$ cat src/rtl/bcd_pkg.sv
// Shared definitions for the binary-to-BCD converter: FSM state encoding
// and the decimal weight table used by the compare-and-subtract datapath.
package bcd_pkg;

    typedef enum logic [1:0] {
        S_IDLE = 2'd0,
        S_SUB  = 2'd1,
        S_DONE = 2'd2
    } state_t;

    // 10^n at 64 bits; callers truncate to their datapath width and flag
    // weights that do not fit, so a narrow WIDTH never sees a wrapped weight.
    function automatic logic [63:0] pow10(input int unsigned n);
        logic [63:0] w;
        w = 64'd1;
        for (int unsigned i = 0; i < n; i++) begin
            w = w * 64'd10;
        end
        return w;
    endfunction

endpackage

$ cat src/rtl/bcd_convert_ctrl_cond_sub.sv
// Conditional subtractor: unsigned difference plus a "fits" flag. The caller
// only commits diff when ge is set, so diff never needs to be valid otherwise.
module cond_sub #(
    parameter int WIDTH = 8
) (
    input  logic [WIDTH-1:0] a,
    input  logic [WIDTH-1:0] b,
    output logic [WIDTH-1:0] diff,
    output logic             ge
);

    // Single shared subtract and compare
    always_comb begin
        diff = a - b;
        ge   = (a >= b);
    end

endmodule

$ cat src/rtl/bcd_convert_ctrl.sv
// Sequential binary-to-BCD converter. Peels off decimal weights 10^(DIGITS-1)
// down to 10 by repeated subtraction through one shared cond_sub; whatever is
// left after the tens pass is the units digit.
//
// state  | meaning
// IDLE   | waiting for start; bin_in captured on the accepting edge
// SUB    | one compare/subtract of rem against 10^k per cycle
// DONE   | bcd_out freshly loaded, done pulses for one cycle
module bcd_convert_ctrl
    import bcd_pkg::*;
#(
    parameter int WIDTH  = 8,
    parameter int DIGITS = 3
) (
    input  logic                  clk,
    input  logic                  rst_n,
    input  logic                  start,
    input  logic [WIDTH-1:0]      bin_in,
    output logic                  busy,
    output logic                  done,
    output logic [4*DIGITS-1:0]   bcd_out
);

    localparam int KW = $clog2(DIGITS);

    state_t              state;
    state_t              state_nxt;
    logic [WIDTH-1:0]    rem;
    logic [KW-1:0]       k;
    logic [4*DIGITS-1:0] acc;
    logic [4*DIGITS-1:0] acc_inc;
    logic [4*DIGITS-1:0] acc_fin;
    logic [63:0]         w_full;
    logic [WIDTH-1:0]    w_sel;
    logic [WIDTH-1:0]    diff;
    logic                ge_raw;
    logic                too_big;
    logic                take;
    logic                last_digit;

    // Weight mux: select 10^k; a weight wider than rem can never be subtracted
    always_comb begin
        w_full = 64'd1;
        for (int i = 0; i < DIGITS; i++) begin
            if (k == KW'(i)) begin
                w_full = pow10(i);
            end
        end
        too_big = |(w_full >> WIDTH);
        w_sel   = w_full[WIDTH-1:0];
    end

    cond_sub #(
        .WIDTH (WIDTH)
    ) u_cond_sub (
        .a    (rem),
        .b    (w_sel),
        .diff (diff),
        .ge   (ge_raw)
    );

    // Digit accumulator update candidates
    always_comb begin
        take       = ge_raw & ~too_big;
        last_digit = (k == KW'(1));
        acc_inc    = acc;
        for (int i = 1; i < DIGITS; i++) begin
            if (k == KW'(i)) begin
                acc_inc[4*i +: 4] = acc[4*i +: 4] + 4'd1;
            end
        end
        acc_fin = {acc[4*DIGITS-1:4], rem[3:0]};
    end

    // State register
    always_ff @(posedge clk or negedge rst_n) begin
        if (!rst_n) begin
            state <= S_IDLE;
        end else begin
            state <= state_nxt;
        end
    end

    // Next-state logic
    always_comb begin
        state_nxt = state;
        case (state)
            S_IDLE:  if (start) state_nxt = S_SUB;
            S_SUB:   if (!take && last_digit) state_nxt = S_DONE;
            S_DONE:  state_nxt = S_IDLE;
            default: state_nxt = S_IDLE;
        endcase
    end

    // Outputs decoded from state
    always_comb begin
        busy = (state != S_IDLE);
        done = (state == S_DONE);
    end

    // Datapath registers; bcd_out loads on the edge entering DONE so it is
    // valid in the same cycle as the done pulse
    always_ff @(posedge clk or negedge rst_n) begin
        if (!rst_n) begin
            rem     <= '0;
            k       <= '0;
            acc     <= '0;
            bcd_out <= '0;
        end else begin
            case (state)
                S_IDLE: begin
                    if (start) begin
                        rem <= bin_in;
                        acc <= '0;
                        k   <= KW'(DIGITS - 1);
                    end
                end
                S_SUB: begin
                    if (take) begin
                        rem <= diff;
                        acc <= acc_inc;
                    end else if (!last_digit) begin
                        k <= k - KW'(1);
                    end else begin
                        acc     <= acc_fin;
                        bcd_out <= acc_fin;
                    end
                end
                default: ;
            endcase
        end
    end

endmodule

$ cat config.mk
export PLATFORM = sky130hd
export DESIGN_NAME = bcd_convert_ctrl
export DESIGN_NICKNAME = d
export VERILOG_FILES = /design/src/rtl/bcd_pkg.sv /design/src/rtl/bcd_convert_ctrl_cond_sub.sv /design/src/rtl/bcd_convert_ctrl.sv
export SDC_FILE = /design/constraint.sdc
export NUM_CORES = 1
export LEC_CHECK = 0
export BUFFER_PORTS_ARGS = -buffer_cell sky130_fd_sc_hd__buf_2
export CORE_ASPECT_RATIO = 0.6
export CORE_MARGIN = 2
export CORE_UTILIZATION = 35
export DETAILED_ROUTE_END_ITERATION = 6
export PLACE_DENSITY = 0.61
export SKIP_CTS_REPAIR_TIMING = 1
export SLEW_MARGIN = 20
export SYNTH_ARGS = -nofsm -noshare
export SYNTH_HDL_FRONTEND = slang
export SYNTH_HIERARCHICAL = 1
export SYNTH_SLANG_ARGS = --single-unit
$ cat constraint.sdc
create_clock -name clk -period 9.1 [get_ports clk]
set_input_delay 0.455 -clock clk [delete_from_list [all_inputs] [get_ports clk]]
set_output_delay 0.455 -clock clk [all_outputs]
set_load 0.02 [all_outputs]
==> flow_summary.json <==
{
  "status": "completed",
  "finalNetCount": 225,
  "dr.pass1.iters": 4,
  "r2r_end": "bcd_out[2]",
  "cts.htree.levels": 2,
  "insertedDiodeCount": 0,
  "netlist.area_leader.share_pct": 41.2,
  "p_total_w": 0.000965,
  "drv_slew": 0,
  "seq_area_sq_um": 801,
  "yosysTopAreaCell": "dfrtp_1",
  "synth_ff_type": "dfrtp_1",
  "cts_tree": "built",
  "drc": 0,
  "ctsLongestPathBuffers": 2,
  "wirelength_mm": 3.93,
  "timing.rr.start": "k[0]",
  "power_leakage_nw": 1.06,
  "yosys_warnings": 6,
  "synth_cell_types": 42,
  "synth_compound_area_share_pct": 9.54,
  "io_pins": 25,
  "hold_viol": 0,
  "setup.worst_path.end": "bcd_out[2]",
  "vias": 1350,
  "min_period_ns": 3.46,
  "synthArstFlopShare_pct": 100,
  "synth.most_common_cell": "dfrtp_1",
  "synth_common_cells": "32 x dfrtp_1, 30 x mux2_2, 15 x inv_1, 13 x ha_1, 10 x nand2_1",
  "drt_iter0_drc": 53,
  "setup_tns_ns": 0,
  "p_per_area_mw_per_mm2": 441,
  "grt_pass1_wl_mm": 6.78,
  "rows": 20,
  "grt-ovfl-total": 0,
  "yosysSeqAreaShare_pct": 41.2,
  "num-fill-cells": 516,
  "path_max_fanout": 13,
  "die-area_sq_mm": 0.00618,
  "synthMuxAreaShare_pct": 17.9,
  "postRouteAntennaNets": 0,
  "fin_crit_sh_pct": 38.0,
  "reg2reg_slack_ns": 5.64,
  "finClkSkew_ns": 0.00705,
  "worst-setup-path-type": "flip-flop to flip-flop",
  "wire_per_inst_um": 14.7,
  "cts_made_buffers": 5,
  "max_freq_ghz": 0.289,
  "start_kind": "flip-flop",
  "synth-simple-area-share_pct": 13.5,
  "critPathLaunch": "k[0]",
  "cp.required_ns": 9.26,
  "grtUsageTotal_pct": 14.7,
  "synthAdderAreaFrac_pct": 9.41,
  "max_slew_margin_pct": 48.7,
  "core_area_sq_mm": 0.00520,
  "vdd_ir_drop_max_mv": 0.204,
  "die-width_um": 100,
  "place_congestion": 0.792,
  "start_util_pct": 37.3,
  "vias_per_cell": 5.06,
  "rr_worst_depth": 11,
  "area_growth_pct": 12.6,
  "syn_inst": 175,
  "cts-root-buf": "clkbuf_8",
  "drive_gt1_share_pct": 32.8,
  "setup_viol": 0,
  "clkTransAtPathRegs_ns": 0.07,
  "cts_sinks": 32,
  "antenna_found_initial": 0,
  "synth_top_family_by_area": "multiplexers",
  "postSynthAreaPerCell_sq_um": 11.1,
  "worst_slew_pin_slew_ns": 0.768,
  "arrival_ns": 3.62,
  "synth-xor-area-share_pct": 1.80,
  "grt_max_degree": 33,
  "synthTopCellsByArea": "dfrtp_1 41%, mux2_2 17%, ha_1 8.4%, buf_6 2.9%, inv_1 2.9%",
  "grt_pass1_vias": 1330,
  "worstHoldPathType": "input port to async pin",
  "multi_input_area_sq_mm": 0.00102,
  "synth-seq-cells": 32,
  "place_hpwl_mm": 2.86,
  "port_buffers": 24,
  "synth_area_sq_mm": 0.00194,
  "clk_latency_ns": 0.28,
  "synth_edf_count": 0,
  "max_cap_viol_count": 0,
  "rsz0062_at_grt": "false",
  "die_h_um": 61.7,
  "worst_setup_path_end_kind": "flip-flop"
}
[stage by stage]
stage / setup slack (ns) / utilization, % / hold WS [ns] / area [sq um] / std cells
floorplan: 6.11 / - / 0.159 / 1950 / 176
global placement: 5.72 / 40.0 / 0.488 / 2080 / 259
detailed placement: 5.62 / 40.0 / 0.491 / 2080 / 259
CTS: 5.61 / 42.0 / 0.258 / 2190 / 267
global route: 5.34 / 42.0 / 0.301 / 2190 / 267
finish: 5.64 / 42.0 / 0.226 / 2190 / 267
[state kept, by name, indices dropped and copies added (netlist names)]
register	count
bcd_out	12
acc	8
rem	8
k	2
state	2
[worst max-delay path, stage by stage (launching register included)]
cell	delay (ns)
dfrtp_1	0.40
inv_1	0.07
ha_1	0.30
ha_1	0.15
inv_1	0.05
fa_1	0.39
a21o_1	0.19
a21oi_1	0.21
a21oi_1	0.10
a211o_1	0.41
nor3b_4	0.65
mux2_2	0.41
[how the worst min path moves through the flow]
stage / from / end / slack, ns / depth (start not counted)
after global placement: bcd_out[4] / bcd_out[4] / 0.49 / 1
after floorplan: rst_n / acc[10] / 0.16 / 0
final: rst_n / state[0] / 0.23 / 1
after CTS: rst_n / k[1] / 0.26 / 1
after global routing: rst_n / bcd_out[5] / 0.30 / 1
after detailed placement: bcd_out[2] / bcd_out[2] / 0.49 / 1
[routing by layer]
metal  up-vias  wire, um  global-route usage, %
met1       638      2300                   23.7
li1        674         -                      -
met3         5       207                   4.25
met2        33      1390                   18.9
met4         0        32                   2.94
met5         -         0                      0
[cell type report]
| class | count | area share, % |
|---|---|---|
| Multi-Input combinational cell | 122 | 46.6 |
| Tap cell | 66 | 3.78 |
| Timing Repair Buffer | 24 | 5.49 |
| Clock inverter | 2 | 1.60 |
| Clock buffer | 6 | 3.32 |
| Inverter | 15 | 2.57 |
| Sequential cell | 32 | 36.6 |
[power breakdown]
group	total [W]	switching, W	leakage, nW	internal (W)
Clock	0.000135	0.0000535	0.0552	0.0000812
Sequential	0.000247	0.0000486	0.407	0.000199
Combinational	0.000583	0.000300	0.597	0.000282
[cell families after synthesis]
family / after synthesis
AOI/OAI and AO/OA: 28
DFF: 32
muxes: 31
adders and majority gates: 14
other: 1
xor gates and xnor gates: 4
and+or+nand+nor: 43
buffers and inverters: 22
[cells in the final DEF (no fill, tap or decap), types with 2 or more instances in the layout]
master	Yosys	final
nand3_1	3	3
nand2b_1	3	3
a41o_1	2	2
a21oi_1	8	8
buf_2	1	24
ha_1	13	13
conb_1	1	2
o21ai_0	6	6
inv_1	15	15
nand4_1	2	2
nand2_1	10	10
xnor2_1	3	3
dfrtp_1	32	32
nand4b_1	2	2
o211ai_1	3	3
or4_1	5	5
clkbuf_8	0	5
a21o_1	3	3
mux2_2	30	30
nor2_1	5	5
and3_1	2	2
Power figures use the tool's default switching activity.
